$ cat config.mk
export PLATFORM = sky130hd
export DESIGN_NAME = mem_port_arbiter
export DESIGN_NICKNAME = d
export VERILOG_FILES = /design/src/rtl/mem_port_arbiter.sv
export SDC_FILE = /design/constraint.sdc
export NUM_CORES = 1
export LEC_CHECK = 0
export ABC_CLOCK_PERIOD_IN_PS = 5200
export CORE_MARGIN = 2
export CORE_UTILIZATION = 40
export CTS_CLUSTER_DIAMETER = 80
export CTS_CLUSTER_SIZE = 30
export DETAILED_ROUTE_END_ITERATION = 16
export GPL_TIMING_DRIVEN = 1
export HOLD_SLACK_MARGIN = 0.15
export PLACE_DENSITY = 0.78
export SLEW_MARGIN = 10
export SYNTH_ARGS = -nofsm -noshare
export SYNTH_HDL_FRONTEND = slang
export SYNTH_SLANG_ARGS = --single-unit
$ cat constraint.sdc
create_clock -name clk -period 5.2 [get_ports clk]
set_input_delay 1.04 -clock clk [delete_from_list [all_inputs] [get_ports clk]]
set_output_delay 1.04 -clock clk [all_outputs]
set_load 0.02 [all_outputs]
$ cat src/rtl/mem_port_arbiter.sv
// Two-requester arbiter for the single SRAM controller port: data side has fixed
// priority, and a starvation counter forces an instruction grant after STARVE_LIMIT data grants.
module mem_port_arbiter #(
  parameter int ADDR_W       = 32,
  parameter int DATA_W       = 32,
  parameter int STARVE_LIMIT = 4
) (
  input  logic              clk,
  input  logic              rst,
  input  logic              if_req,
  input  logic [ADDR_W-1:0] if_addr,
  output logic [DATA_W-1:0] if_rdata,
  output logic              if_ready,
  input  logic              d_r_en,
  input  logic              d_w_en,
  input  logic [ADDR_W-1:0] d_addr,
  input  logic [DATA_W-1:0] d_wdata,
  output logic [DATA_W-1:0] d_rdata,
  output logic              d_ready,
  output logic              sram_rd_en,
  output logic              sram_wr_en,
  output logic [ADDR_W-1:0] sram_addr,
  output logic [DATA_W-1:0] sram_wdata,
  input  logic [DATA_W-1:0] sram_rdata,
  input  logic              sram_ready,
  output logic              busy
);

  typedef enum logic [1:0] {IDLE, GNT_D, GNT_I, DONE} state_t;

  localparam logic [3:0] LIM = 4'(STARVE_LIMIT);

  state_t            state_q, state_d;
  logic [3:0]        starve_q, starve_d;
  logic              rd_q, rd_d, wr_q, wr_d;
  logic [ADDR_W-1:0] addr_q, addr_d;
  logic [DATA_W-1:0] wdata_q, wdata_d;
  logic [DATA_W-1:0] if_rdata_q, if_rdata_d, d_rdata_q, d_rdata_d;
  logic              if_rdy_q, if_rdy_d, d_rdy_q, d_rdy_d;
  logic              busy_q, busy_d;
  logic              d_pend;

  assign d_pend = d_r_en | d_w_en;

  always_comb begin
    state_d    = state_q;
    starve_d   = starve_q;
    rd_d       = rd_q;
    wr_d       = wr_q;
    addr_d     = addr_q;
    wdata_d    = wdata_q;
    if_rdata_d = if_rdata_q;
    d_rdata_d  = d_rdata_q;
    if_rdy_d   = 1'b0;
    d_rdy_d    = 1'b0;
    case (state_q)
      IDLE: begin
        if (d_pend && !(if_req && starve_q == LIM)) begin
          state_d  = GNT_D;
          addr_d   = d_addr;
          wdata_d  = d_wdata;
          // A simultaneous read+write request is treated as a write only.
          wr_d     = d_w_en;
          rd_d     = ~d_w_en;
          starve_d = !if_req ? 4'd0 : (starve_q == LIM) ? LIM : starve_q + 4'd1;
        end else if (if_req) begin
          state_d  = GNT_I;
          addr_d   = if_addr;
          wdata_d  = '0;
          rd_d     = 1'b1;
          wr_d     = 1'b0;
          starve_d = 4'd0;
        end
      end
      GNT_D, GNT_I: begin
        if (sram_ready) begin
          rd_d    = 1'b0;
          wr_d    = 1'b0;
          state_d = DONE;
          if (state_q == GNT_I) begin
            if_rdy_d   = 1'b1;
            if_rdata_d = sram_rdata;
          end else begin
            d_rdy_d = 1'b1;
            if (rd_q) d_rdata_d = sram_rdata;
          end
        end
      end
      // DONE always returns to IDLE so a requester's deassert is seen first.
      default: state_d = IDLE;
    endcase
    busy_d = (state_d != IDLE);
  end

  always_ff @(posedge clk or posedge rst) begin
    if (rst) begin
      state_q    <= IDLE;
      starve_q   <= '0;
      rd_q       <= 1'b0;
      wr_q       <= 1'b0;
      addr_q     <= '0;
      wdata_q    <= '0;
      if_rdata_q <= '0;
      d_rdata_q  <= '0;
      if_rdy_q   <= 1'b0;
      d_rdy_q    <= 1'b0;
      busy_q     <= 1'b0;
    end else begin
      state_q    <= state_d;
      starve_q   <= starve_d;
      rd_q       <= rd_d;
      wr_q       <= wr_d;
      addr_q     <= addr_d;
      wdata_q    <= wdata_d;
      if_rdata_q <= if_rdata_d;
      d_rdata_q  <= d_rdata_d;
      if_rdy_q   <= if_rdy_d;
      d_rdy_q    <= d_rdy_d;
      busy_q     <= busy_d;
    end
  end

  assign if_rdata   = if_rdata_q;
  assign if_ready   = if_rdy_q;
  assign d_rdata    = d_rdata_q;
  assign d_ready    = d_rdy_q;
  assign sram_rd_en = rd_q;
  assign sram_wr_en = wr_q;
  assign sram_addr  = addr_q;
  assign sram_wdata = wdata_q;
  assign busy       = busy_q;

endmodule

## After elaboration in Yosys (flattened, before gate mapping)

Index checks and enable logic that the tools add are counted.

- Add/sub/neg operators: 1
- Equality and inequality tests: 5
- Mux-type cells: 25
- Bitwise logic cells: 3
- Reductions and logical operators: 12

Operator list:

| cell | count |
|---|---|
| 32-bit two-way mux | 4 |
| 4-bit two-way mux | 4 |
| 1-bit two-way mux | 11 |
| 2-bit two-way mux | 3 |
| 3-bit AND reduction | 2 |
| 2-bit nonzero test | 3 |
| 4-bit by 1-bit adder with 4-bit output, second input constant | 1 |
| 4-bit by 3-bit == test with 1-bit output, second input constant | 1 |
| 1-bit one-hot mux with 2 select lines | 2 |
| 2-bit one-hot mux with 2 select lines | 1 |
| 4-bit AND reduction | 1 |
| 3-bit inequality test, second input constant | 1 |
| 2-bit by 1-bit == test with 1-bit output, second input constant | 1 |
| 2-bit == test, second input constant | 1 |
| 1-bit logical AND | 2 |
| 2-bit logical NOT | 1 |
| 2-bit inequality test, second input constant | 1 |
| 1-bit NOT | 2 |
| 2-bit AND reduction | 1 |
| 2-bit OR reduction | 1 |
| 1-bit logical NOT | 1 |
| 1-bit bitwise OR | 1 |

- Bits in registers: 139
- Input bits: 134
- Logic and storage cells: 57

## Depth between registers and ports, before layout

Gate-level depths: netlist (run 1).

- Word-level depth: 7
- Gate-level depth with buffers: 8
- Mapped depth without buffers: 5

## Worst setup path before layout (run 1)

No wires, ideal clock.

- Path type: input -> register
- From: input if_req
- To: register wdata_q[0], in the netlist sram_wdata[0]
- Arrival time: 1958 ps
- Required time: 5134 ps
- Setup slack: 3176 ps
- Stages: 6
- Buffers on the path: 3
- Cell sequence: buf_6 and4b_4 buf_6 nor3_4 buf_6 a22o_1

- Longest elaborated chain between the ends: 5

Ends and longest elaborated chain:

| element | RTL line | source |
|---|---|---|
| from (decl) | 10 | `input logic if_req,` |
| 1-bit logical AND | 58 | `if (d_pend && !(if_req && starve_q == LIM)) begin` |
| 1-bit logical NOT | 58 |  |
| 1-bit logical AND | 58 |  |
| 2-bit nonzero test (no line) | -- |  |
| 2-bit AND reduction (no line) | -- |  |
| to (signal assigned) | 114 | `wdata_q <= wdata_d;` |
| to (decl) | 37 | `logic [DATA_W-1:0] wdata_q, wdata_d;` |

Parallel ways exist; a longest one is shown, timed or not.
A chain may end at the register's enable or synchronous reset.

## Final worst setup path (run 1)

- From: input if_req
- To: register busy_q, in the netlist busy

- Longest elaborated chain between the ends: 6

Ends and longest elaborated chain:

| element | RTL line | source |
|---|---|---|
| 1-bit logical AND | 58 |  |
| 1-bit logical NOT | 58 |  |
| 1-bit logical AND | 58 |  |
| 2-bit two-way mux (*) | 58 |  |
| 2-bit one-hot mux with 2 select lines (*) | 56 | `case (state_q)` |
| 2-bit nonzero test (*) | 92 | `busy_d = (state_d != IDLE);` |
| via busy_d | 40 | `logic busy_q, busy_d;` |
| to (signal assigned) | 119 | `busy_q <= busy_d;` |
| to (decl) | 40 |  |

The timed path passes the listed nets; every way through them passes the cells marked *.

==> reports/summary.md, run 1 <==
During synthesis, Yosys emitted a total of 0 warnings. Setup violations remaining at the end of the flow were counted as 0. After synthesis, the most frequently instantiated cells are 139 x sky130_fd_sc_hd__dfrtp_1, 38 x sky130_fd_sc_hd__mux2_2, 34 x sky130_fd_sc_hd__nor2_1, 33 x sky130_fd_sc_hd__a21oi_1, 33 x sky130_fd_sc_hd__a22o_1.

The tools report the endpoint kind of the worst setup timing path as a register. The logs give 107 for the maximum number of pins on one net before global-route repair and 20.5% for the global-route usage over all layers. After detailed routing, the number of vias per cell comes to 5.23. The share of total power in the clock network is 19.5%, and the routability congestion estimate from global placement is 0.757. The via count of the first global-routing pass was 4,867. The average wire per standard cell was 17.7 um; the power density over cell area was 653 nW/um^2. The number of nets at the end of the flow was 848.

The tools report the total of fill cells in the finished design as 1,099. The run finished with clean final reports. The synthesized netlist occupies a cell area of 5770 um^2. During placement, the flow inserted port buffers numbering 266. sky130_fd_sc_hd__dfrtp_1 is the most common cell in the netlist. During I/O placement, the number of pins put on the boundary was 267.

The worst pin sits at a relative slew slack of 24.7%. The fmax was 307 MHz. The share of the synthesized area in the top cell type was 60.3%; the sum of net half-perimeters after detailed placement was 11.0 mm. Distinct cell type count of the synthesized netlist: 40.

The standard-cell row count was 43; the setup slack at placement was 1.54 ns. For this run, design rule violations remaining after detail routing come to 0. Clock-pin slew was measured on the worst setup and hold paths at 0.05 ns.

The max-capacitance violation count came out at 0. The synthesized design spends more area on one cell type than any other, namely sky130_fd_sc_hd__dfrtp_1. After layout, the worst path uses 62.6% of the clock period.

The final layout contains routed wiring with a total length of 16.0 mm. The synthesized design contains 0 enable-type register cells. A synthesized cell averages 12.7 um^2.

The maximum fanout encountered on the critical timing path is 36. The run gives 2160 uW as the switching power. Synthesis produced a netlist whose cell count is 455. The number of buffers inserted for hold repair after clock tree synthesis was 0; the internal portion of total power was 3730 uW. The number of antenna diodes in the final layout is 0.

For the initial antenna violation count, the log shows 0. STA classifies the critical path startpoint as a primary input. STA puts the critical path data required time at 5.45 ns. The clock passes through at most 2 buffers. The total area inside the core boundary comes to 14,000 um^2. The signed area change from the synthesized netlist to the final layout came out at 56.5%. For this configuration, the core starts out at a cell density of 41.2%. The number of instances on the worst hold path is 1, and the clock skew is 0.00897 ns. Clock tree synthesis inserted a total of 17 buffers. The total count of hold-check failures in the final report is 0, and the final worst setup slack is 1.94 ns. The number of synthesized register bits is 139, and the depth of the worst register-to-register path is 5. After clock tree synthesis, the repair step resized 0 gates. The data arrival time of the worst path was 3.50 ns; the number of buffers added for setup after CTS was 0.

Summing over every cut layer, the via total after detailed routing is 4,703. The floorplan step set the die height to 124 um. The clock reaches the later pin of the worst-skew pair after 0.41 ns. For this run, the register share of the synthesized area comes to 60.3%. The combinational fraction of design power was 48.3%; the net switching share of the total power was 36.7%.

The maximum ir drop on the vdd rail was 0.282 mV. The class of the worst hold path was register to register. The number of search-and-repair iterations in the first detailed-routing pass came out at 4.

In this run the static leakage power is 0.00376 uW. TritonCTS built the clock tree. The die covers 15,400 um^2. The logs give 4 for the number of H-tree branching levels and 0 for the max-slew violation count. The post-route netlist has 11.3% of its cells at a drive strength greater than 1.

The actual slew at the worst max-slew pin was 1.13 ns. CTS placed an instance of sky130_fd_sc_hd__clkbuf_16 at the clock tree root. The worst setup path is of the primary input to register kind.

Per report_power, the sequential group accounts for 32.2% of the total. Top flip-flop cell by instance count after synthesis: sky130_fd_sc_hd__dfrtp_1. The first global-routing pass estimated 24.4 mm of wire. The global route total overflow was 0. After the first detailed-routing iteration, the DRC count stood at 335. The async set or reset register ratio after synthesis came out at 100%. Counting every net in the synthesized netlist gives 594. For the finished layout, the period the worst path requires is 3.26 ns.

Once detail routing completed, the nets flagged for antenna violations numbered 0. The tools report the setup TNS as 0 ns. Final hold analysis gives a worst-case slack of 0.490 ns. Setup repair after global routing left no endpoint under its margin. CTS saw 139 sinks. The width of the die is 124 um. By area the synthesized netlist is led by sky130_fd_sc_hd__dfrtp_1 60%, sky130_fd_sc_hd__mux2_2 7.4%, sky130_fd_sc_hd__mux2_1 5.1%, sky130_fd_sc_hd__a22o_1 5.0%, sky130_fd_sc_hd__a31oi_1 3.5%.
[layer usage]
metal | vias to the layer above | GRT usage (%) | share of wire [%]
li1 | 2165 | - | -
met1 | 2301 | 24.0 | 40
met2 | 215 | 36.0 | 51
met3 | 22 | 5.63 | 7.6
met4 | 0 | 7.51 | 1.6
met5 | - | 0 | 0
[cell families (layout without fill, tap and decap cells)]
| group | count (synthesis) | count (layout) | synth area share, % |
|---|---|---|---|
| compound gates | 145 | 145 | 16.3 |
| fa+ha+maj | 5 | 5 | 1.09 |
| buf+inv | 45 | 310 | 4.77 |
| flops | 139 | 139 | 60.3 |
| mux | 65 | 65 | 12.7 |
| simple gates | 56 | 56 | 4.84 |
[cells in the final DEF (no fill, tap or decap), drive strengths merged]
master | netlist | final
nand2 | 6 | 6
nand4 | 2 | 2
o21a | 1 | 1
o211ai | 2 | 2
dfrtp | 139 | 139
nand2b | 2 | 2
o31ai | 1 | 1
and3b | 1 | 1
nand3 | 3 | 3
a32o | 1 | 1
ha | 5 | 5
o31a | 1 | 1
and4b | 1 | 1
clkinv | 0 | 7
mux2i | 1 | 1
clkinvlp | 0 | 1
a222oi | 1 | 1
o221ai | 1 | 1
or2 | 1 | 1
clkdlybuf4s50 | 0 | 266
nor2b | 1 | 1
a31oi | 32 | 32
a22o | 33 | 33
clkbuf | 6 | 18
nand4b | 2 | 2
o22ai | 2 | 2
bufinv | 0 | 2
a21o | 1 | 1
inv | 8 | 10
nor2 | 35 | 35
o21ai | 35 | 35
a21oi | 33 | 33
mux2 | 64 | 64
o311ai | 1 | 1
buf | 31 | 6
nor3 | 2 | 2
[through the flow]
stage          instance area [um^2]  instances  total power (uW)  util (%)
2_1_floorplan                  5770        455              3440         -
3_3_place_gp                   8460        870              4680      60.5
3_5_place_dp                   8460        870              4770      60.5
4_1_cts                        9020        900              5950      64.5
5_1_grt                        9020        900              6230      64.5
6_report                       9020        900              5890      64.5
[final cells by class]
class / count / area [um^2] / area share, %
sequential: 139 / 3480 / 38.6
timing repair buffer: 272 / 2710 / 30.0
multi-input combinational: 271 / 2010 / 22.3
clock buffer: 18 / 439 / 4.87
tap: 180 / 225 / 2.50
clock inverter: 12 / 124 / 1.37
inverter: 8 / 35.0 / 0.388
[critical path, cell delays in order]
cell	delay (ns)
sky130_fd_sc_hd__clkdlybuf4s50_1	0.71
sky130_fd_sc_hd__nand4b_2	0.84
sky130_fd_sc_hd__a222oi_1	0.71
sky130_fd_sc_hd__o221ai_1	0.20
[state kept, by name, summed over array words and instances (netlist names)]
name and flops:
if_ready 1, sram_rd_en 1, if_rdata 32, d_ready 1, starve_q 4, sram_addr 32, d_rdata 32, state_q 2
sram_wdata 32, sram_wr_en 1, busy 1
[power by group through the flow]
stage                     clock network (uW)  logic [uW]  registers [uW]
final                                   1150        2850            1900
after CTS                               1180        2870            1900
after floorplan                            0         944            2490
after global placement                     0        2800            1880
after detailed placement                   0        2870            1910
after global routing                    1230        3040            1960
[worst paths after layout]
check	from	to	slack, ns
max in group asynchronous	rst	d_rdata[4]	2.94
min in group asynchronous	rst	if_rdata[3]	1.22
worst max-delay path	if_req	busy	1.94
worst min register to register	d_rdata[24]	d_rdata[24]	0.49
worst max register to register	starve_q[0]	busy	2.66
worst min-delay path	d_rdata[24]	d_rdata[24]	0.49
No activity file was read; power rests on OpenSTA's default activity.
==> run 2, diff against run 1 <==
--- a/config.mk
+++ b/config.mk
@@ -5,15 +5,15 @@
 export SDC_FILE = /design/constraint.sdc
 export NUM_CORES = 1
 export LEC_CHECK = 0
-export ABC_CLOCK_PERIOD_IN_PS = 5200
+export ABC_CLOCK_PERIOD_IN_PS = 2900
 export CORE_MARGIN = 2
-export CORE_UTILIZATION = 40
+export CORE_UTILIZATION = 37
 export CTS_CLUSTER_DIAMETER = 80
 export CTS_CLUSTER_SIZE = 30
 export DETAILED_ROUTE_END_ITERATION = 16
 export GPL_TIMING_DRIVEN = 1
 export HOLD_SLACK_MARGIN = 0.15
-export PLACE_DENSITY = 0.78
+export PLACE_DENSITY = 0.76
 export SLEW_MARGIN = 10
 export SYNTH_ARGS = -nofsm -noshare
 export SYNTH_HDL_FRONTEND = slang
==> constraint.sdc (replaced) <==
create_clock -name clk -period 2.9 [get_ports clk]
set_input_delay 0.58 -clock clk [delete_from_list [all_inputs] [get_ports clk]]
set_output_delay 0.58 -clock clk [all_outputs]
set_load 0.02 [all_outputs]
==> run 2 against run 1 <==
Net effect:
- wire length shrank 1.1%
- first-iteration DRC count fell by 25%
- critical path type is now register to register
- clock skew rose by 0.0014 ns
- hold slack is essentially flat
- largest power group unchanged
- design area up 1.1%
- sequential cell count unchanged
- global-route usage is 1.8 points lower
- critical path depth increased by 1
- clock power up 78%
- final cell count is 1.8% higher
==> reports/summary.md, run 2 (synthesis results as in run 1) <==
The actual slew at the worst max-slew pin is 1.12 ns (-0.00843 ns). Net switching share of the total power: 36.7% (about the same). The register cell area after layout came out at 3480 um^2 (unchanged).

The clock transition at the registers of the reported paths was 0.06 ns (about the same). The wire length of the first global-routing pass was 24.4 mm (+0.11%); the maximum fanout encountered on the critical timing path was 32 (-11%). The sum of net half-perimeters after detailed placement is 11.1 mm (+1.3%). The logs give 0.784 (+3.6%) for the routability congestion estimate from global placement and 0 (unchanged) for the max-slew violation count.

The tightest min-delay check is of the register to register type. The run finished with clean final reports. The run gives 22.8% (-1.2 points) as the met1 routing resource usage after global routing. In this run the critical register-to-register path is captured at sram_wdata[15]. The die outline area is 16,600 um^2 (+7.8%), and the depth of the worst register-to-register path is 5 (unchanged). The data arrival time of the worst path was 2.64 ns (-0.86 ns). TritonCTS built the clock tree. The clock skew was 0.0103 ns (+0.00135 ns); the count of vias placed by the detailed router was 4,696 (-0.15%).

For the maximum number of pins on one net before global-route repair, the log shows 79 (-26%). For the global-route track usage on met2, the log shows 31.2% (-4.9 points). The average wire per standard cell was 17.2 um (-2.8%); the number of I/O port buffers was 266 (unchanged).

The most used routing layer was met2. The largest individual stage delay along the critical path comes from the cell sky130_fd_sc_hd__nor3_4. Timing would allow up to 434 MHz.

The end point of the worst hold path was d_rdata[31]. The logs give 0 ns (unchanged) for the setup TNS and 6680 uW (+79%) for the internal portion of total power. The final worst setup slack is 0.596 ns (-1.35 ns), and the global routing met3 resource utilization is 5.49% (-0.14 points). The tools report the critical path launch point type as a register.

The routed wire length was 15.8 mm (-1.1%). The logs give 32.1% (about the same) for the power share of the sequential group and 3.24 ns (-2.21 ns) for the required time of the worst setup path. The tools report the critical register-to-register path startpoint as state_q[0]. The tools report the relative slew slack as 25.1% (+0.32 points). Starting utilization of the core area: 37.9% (-3.3 points). The signed area change from the synthesized netlist to the final layout was 58.2%. The top cell types in the final layout, fill and taps aside, are 266 x sky130_fd_sc_hd__clkdlybuf4s50_1, 139 x sky130_fd_sc_hd__dfrtp_1, 38 x sky130_fd_sc_hd__mux2_2, 34 x sky130_fd_sc_hd__nor2_1. The logs give 3870 uW (+79%) for the switching power and 0.509 mV (+80%) for the maximum ir drop on the vdd rail. For the number of search-and-repair iterations in the first detailed-routing pass, the log shows 4 (unchanged). The proportion of layout cells with a drive suffix above 1 was 12.0% (+0.70 points). The area used by multi-input combinational logic is 2010 um^2 (unchanged), and the post-detailed-placement cell area is 8560 um^2 (+1.2%). The number of buffers inserted for hold repair after clock tree synthesis came out at 0 (unchanged). The run gives 0 (unchanged) as the global route total overflow. The via-per-instance ratio was 5.13 (-1.9%). The run gives 0.60 ns (-2.06 ns) as the internal reg-to-reg setup slack. Combinational fraction of design power: 48.4% (about the same).

The final standard cell area without fillers came out at 9120 um^2 (+1.1%). The total count of hold-check failures in the final report is 0 (unchanged), and the total of cells resized after clock tree synthesis is 0 (unchanged). The tools report the via count of the first global-routing pass as 4,868 (+0.021%).

Setup repair after global routing left no endpoint under its margin. The first-iteration detailed-routing DRC count was 251 (-25%). The critical path's top delay family was simple AND/OR/NAND/NOR gates. The worst hold path begins at d_rdata[31]. The leakage dissipation came out at 0.00379 uW (+0.81%).

For the finished layout, the period the worst path requires is 2.30 ns. The number of I/O pins came out at 267 (unchanged). Dividing the final minimum period by the clock period gives 79.5%.

The logs give 19.5% (about the same) for the share of total power in the clock network and 0 (unchanged) for the max-capacitance violation count. The clock tree root buffer cell was sky130_fd_sc_hd__clkbuf_16. The critical path is of the register to register type. The width of the die was 129 um (+3.8%). The setup slack at placement is 0.289 ns (-1.25 ns). The final antenna diode count is 0 (unchanged), and the total of fill cells in the finished design is 1,227 (+12%).

The number of instances on the worst hold path was 1 (unchanged); the chip height was 129 um (+3.8%). Initial antenna violation count: 0 (unchanged). The worst stage delay on the critical path came out at 0.91 ns (+0.07 ns).

The run gives 10,500 uW (+79%) as the total power after layout. For the number of clock sinks, the log shows 139 (unchanged). For the worst-case clock buffer depth, the log shows 2 (unchanged). Leaving out fill and tap cells, the most frequent cell in the layout is sky130_fd_sc_hd__clkdlybuf4s50_1.

For the number of nets at the end of the flow, the log shows 855 (+0.83%). The DRC violations left was 0 (unchanged); the source-to-sink clock delay at the later pin of the worst-skew pair was 0.42 ns (about the same). Traced cell by cell, the critical path runs through inv_1, ha_1, o31ai_4, nor3_4, a22o_1. The run gives 0 (unchanged) as the number of antenna-violating nets in the routed design.

The tools report the endpoint kind of the worst setup timing path as a register. The global-route usage over all layers is 18.7% (-1.8 points), and the number of buffers created by CTS is 17 (unchanged). The area of the core region was 15,200 um^2 (+8.7%).

For the number of H-tree branching levels, the log shows 4 (unchanged). The share of the core filled with cells in the final layout is 60.0% (-4.5 points). The tools report the number of buffers added for setup after CTS as 0 (unchanged).

The standard-cell row count was 45 (+4.7%); the critical path buffer and inverter count was 1 (unchanged). The count of final setup violators is 0 (unchanged). The power density over cell area was 1160 nW/um^2 (+77%).
[run 2: cell count changes in the layout (fill, tap and decap cells not counted)]
cell	delta
sky130_fd_sc_hd__clkbuf_8	+2
sky130_fd_sc_hd__clkinvlp_4	+3
sky130_fd_sc_hd__buf_4	+4
sky130_fd_sc_hd__clkinv_2	-4
sky130_fd_sc_hd__clkbuf_1	+2
sky130_fd_sc_hd__bufinv_16	-1
sky130_fd_sc_hd__buf_12	+3
sky130_fd_sc_hd__inv_6	-1
[run 2: through the flow]
stage / hold WS (ns) / std cells
5_1_grt: 0.500 / 916
3_5_place_dp: 0.481 / 885
6_report: 0.489 / 916
2_1_floorplan: 0.492 / 455
3_3_place_gp: 0.472 / 885
4_1_cts: 0.494 / 916
[run 2: final cells by class]
cell class	count	area share, %
Clock buffer	22	5.20
Clock inverter	9	0.974
Inverter	8	0.370
Multi-Input combinational cell	271	22.1
Sequential cell	139	38.1
Tap cell	188	2.58
Timing Repair Buffer	279	30.7
[run 2: worst max-delay path by stage]
stage	start	to	depth (start not counted)
after floorplan	rst	busy	1
after global placement	d_w_en	sram_wdata[3]	4
after detailed placement	d_w_en	sram_wdata[9]	4
after CTS	state_q[1]	sram_wdata[15]	5
after global routing	state_q[1]	sram_wdata[15]	5
final	state_q[0]	sram_wdata[15]	5
[run 2: metal layers]
layer  part of all wire [%]  vias to the layer above
li1                       -                     2181
met2                     49                      196
met1                     42                     2291
met3                    7.2                       28
met4                    2.3                        0
met5                      0                        -
[run 2: power by group through the flow]
stage	combinational (uW)	sequential [uW]	clock, uW
after floorplan	1690	4470	0
after global placement	5030	3370	0
after detailed placement	5150	3410	0
after CTS	5160	3400	2090
after global routing	5460	3500	2190
final	5110	3380	2050
==> run 3, diff against run 2 <==
--- a/config.mk
+++ b/config.mk
@@ -5,7 +5,7 @@
 export SDC_FILE = /design/constraint.sdc
 export NUM_CORES = 1
 export LEC_CHECK = 0
-export ABC_CLOCK_PERIOD_IN_PS = 2900
+export ABC_CLOCK_PERIOD_IN_PS = 2000
 export CORE_MARGIN = 2
 export CORE_UTILIZATION = 37
 export CTS_CLUSTER_DIAMETER = 80
==> constraint.sdc (replaced) <==
create_clock -name clk -period 2 [get_ports clk]
set_input_delay 0.4 -clock clk [delete_from_list [all_inputs] [get_ports clk]]
set_output_delay 0.4 -clock clk [all_outputs]
set_load 0.02 [all_outputs]
==> run 3 against run 2 <==
Net effect:
- combinational power is 49% higher
- final cell count is 1.4% higher
- via count is 3.3% higher
- wire length is 2.9% higher
- clock skew is 0.00058 ns lower
- sequential cell count stayed put
- critical path type is now register to output pin
==> reports/summary.md, run 3 (synthesis results as in run 1) <==
The number of I/O pins is 267 (unchanged). The tools report the endpoint kind of the worst setup timing path as an output pin. The critical path is of the register to output pin type.

The number of nets at the end of the flow is 866 (+1.3%). The worst register-to-register path ends at sram_wdata[9]. The max-slew violation count is 0 (unchanged), and the chip height is 129 um (unchanged).

The routed metal-1 wire length came out at 6.48 mm (-1.4%). For the internal reg-to-reg setup slack, the log shows 0.19 ns (-0.41 ns). The tools report the met3 wire length as 1.07 mm (-6.0%). The area growth from synthesis to layout is 61.7%. The count of vias placed by the detailed router is 4,850 (+3.3%).

The initial antenna violation count is 1 (+1). The required time of the worst setup path was 1.60 ns (-1.64 ns); the clock transition at the registers of the reported paths was 0.06 ns (about the same). The run gives 5,058 (+3.9%) as the via count of the first global-routing pass. The top routing layer in use was met4. TritonCTS built the clock tree. The logs give 139 (unchanged) for the number of clock sinks and 2 (unchanged) for the worst-case clock buffer depth. Maximum number of pins on one net before global-route repair: 75 (-5.1%). In this run the worst hold path is classified as primary input to asynchronous set/reset pin.

The wire length on met2 is 8.34 mm (+8.2%), and the routability congestion estimate from global placement is 0.793 (+1.1%). Dividing the final minimum period by the clock period gives 93.5%. Most common cell after layout, fill and taps aside: sky130_fd_sc_hd__clkdlybuf4s50_1. The tools report the number of buffers created by CTS as 17 (unchanged). Global-route usage over all layers: 19.5% (+0.79 points).

The startpoint identified for the worst register-to-register timing path is starve_q[1]. The relative slew slack was 52.1% (+27 points); the minimum clock period was 1.87 ns. The total count of hold-check failures in the final report was 0 (unchanged). The flow ran to the end, and the final reports show no timing, DRC or antenna violations. Leaving out fill and tap cells, the most frequent cells in the layout are 266 x sky130_fd_sc_hd__clkdlybuf4s50_1, 139 x sky130_fd_sc_hd__dfrtp_1, 38 x sky130_fd_sc_hd__mux2_2, 34 x sky130_fd_sc_hd__nor2_1. The tools report the sum of net half-perimeters after detailed placement as 11.3 mm (+1.5%). The number of H-tree branching levels is 4 (unchanged), and the actual slew at the worst max-slew pin is 0.717 ns (-0.404 ns). For the number of antenna-violating nets in the routed design, the log shows 0 (unchanged).

The source-to-sink clock delay at the later pin of the worst-skew pair came out at 0.41 ns (about the same). The width of the die works out to 129 um (unchanged). The worst stage delay on the critical path is 0.67 ns (-0.24 ns). The setup TNS was 0 ns (unchanged); the clock skew was 0.00975 ns (-0.000579 ns). Based on the critical path, the design can be clocked at up to 535 MHz. Walking the worst path, the cells encountered are clkdlybuf4s50_1. The starting utilization of the core area is 37.9% (unchanged), and the total of fill cells in the finished design is 1,215 (-0.98%). The die outline area is 16,600 um^2 (unchanged), and the count of final setup violators is 0 (unchanged).

The tools report the area of the core region as 15,200 um^2 (unchanged). The tools report the max-capacitance violation count as 0 (unchanged). The via-per-instance ratio is 5.22 (+1.8%). The run gives 0.682 mV (+34%) as the maximum ir drop on the vdd rail. The tree is rooted in a sky130_fd_sc_hd__clkbuf_16. The run gives 0 (unchanged) as the DRC violations left.

The tools report the leakage dissipation as 0.00389 uW (+2.7%). STA classifies the critical path startpoint as a register. The proportion of layout cells with a drive suffix above 1 came out at 13.6% (+1.7 points). Setup repair after global routing left no endpoint under its margin. The maximum fanout encountered on the critical timing path is 3 (-91%), and the standard-cell row count is 45 (unchanged). The number of search-and-repair iterations in the first detailed-routing pass came out at 4 (unchanged).

The number of buffers added for setup after CTS was 0 (unchanged). The depth of the worst register-to-register path works out to 5 (unchanged). The total power after layout came out at 16,000 uW (+51%).

The final hold slack is 0.469 ns (-0.0208 ns), and the wire length of the first global-routing pass is 25.2 mm (+3.4%). For the share of the core filled with cells in the final layout, the log shows 61.3% (+1.3 points). Among all stages on the critical path, the largest delay is contributed by sky130_fd_sc_hd__clkdlybuf4s50_1. The routed wire length was 16.2 mm (+2.9%). The critical path's top delay family is buffers and inverters.

The global route total overflow is 0 (unchanged), and the first-iteration detailed-routing DRC count is 182 (-27%). The average wire per standard cell is 17.5 um (+1.5%), and the number of buffers inserted for hold repair after clock tree synthesis is 0 (unchanged). The data arrival time of the worst path came out at 1.47 ns (-1.17 ns). The number of I/O port buffers is 266 (unchanged), and the power density over cell area is 1710 nW/um^2 (+48%).

The critical path buffer and inverter count came out at 1 (unchanged).
## run 3: power by group
part	switching, uW	internal, uW
Combinational	3790	3810
Clock	1200	2250
Sequential	724	4170
Total	5720	10200
## run 3: what timing repair did
| item | 4_1_cts | 5_1_grt |
|---|---|---|
| setup endpoints to repair | 32 | 53 |
| gates cloned | 1 | 0 |
| endpoints found under the hold margin | 0 | 0 |
| pin swaps | 1 | 0 |
| resized for setup | 0 | 2 |
## run 3: metal layers
metal	vias to the layer above	global-route usage, %
met3	22	5.24
met4	0	7.99
li1	2215	-
met5	-	0
met2	205	34.1
met1	2408	22.8
## run 3: worst max path at each step
stage	from	endpoint	slack, ns	cells after the start
3_3_place_gp	if_req	sram_wdata[0]	-0.36	4
3_5_place_dp	if_req	sram_wdata[9]	-0.49	4
4_1_cts	starve_q[1]	sram_wdata[16]	0.02	5
5_1_grt	if_req	sram_addr[21]	0.04	5
2_1_floorplan	rst	busy	-0.14	1
6_report	sram_rd_en	sram_rd_en	0.13	1
## run 3: final cells by class
type | instances | area, um^2 | share of cell area, %
antenna | 1 | 2.50 | 0.0268
clock inverter | 14 | 218 | 2.33
inverter | 8 | 33.8 | 0.362
tap | 188 | 235 | 2.52
multi-input combinational | 272 | 2030 | 21.8
timing repair buffer | 289 | 2890 | 31.0
clock buffer | 18 | 439 | 4.71
sequential | 139 | 3480 | 37.3
## run 3: metrics by stage
step / setup slack, ns / instance area (um^2) / std cells
3_5_place_dp: -0.489 / 8640 / 895
6_report: 0.129 / 9320 / 929
4_1_cts: 0.0164 / 9310 / 928
2_1_floorplan: -0.135 / 5770 / 455
5_1_grt: 0.0433 / 9320 / 928
3_3_place_gp: -0.359 / 8640 / 895
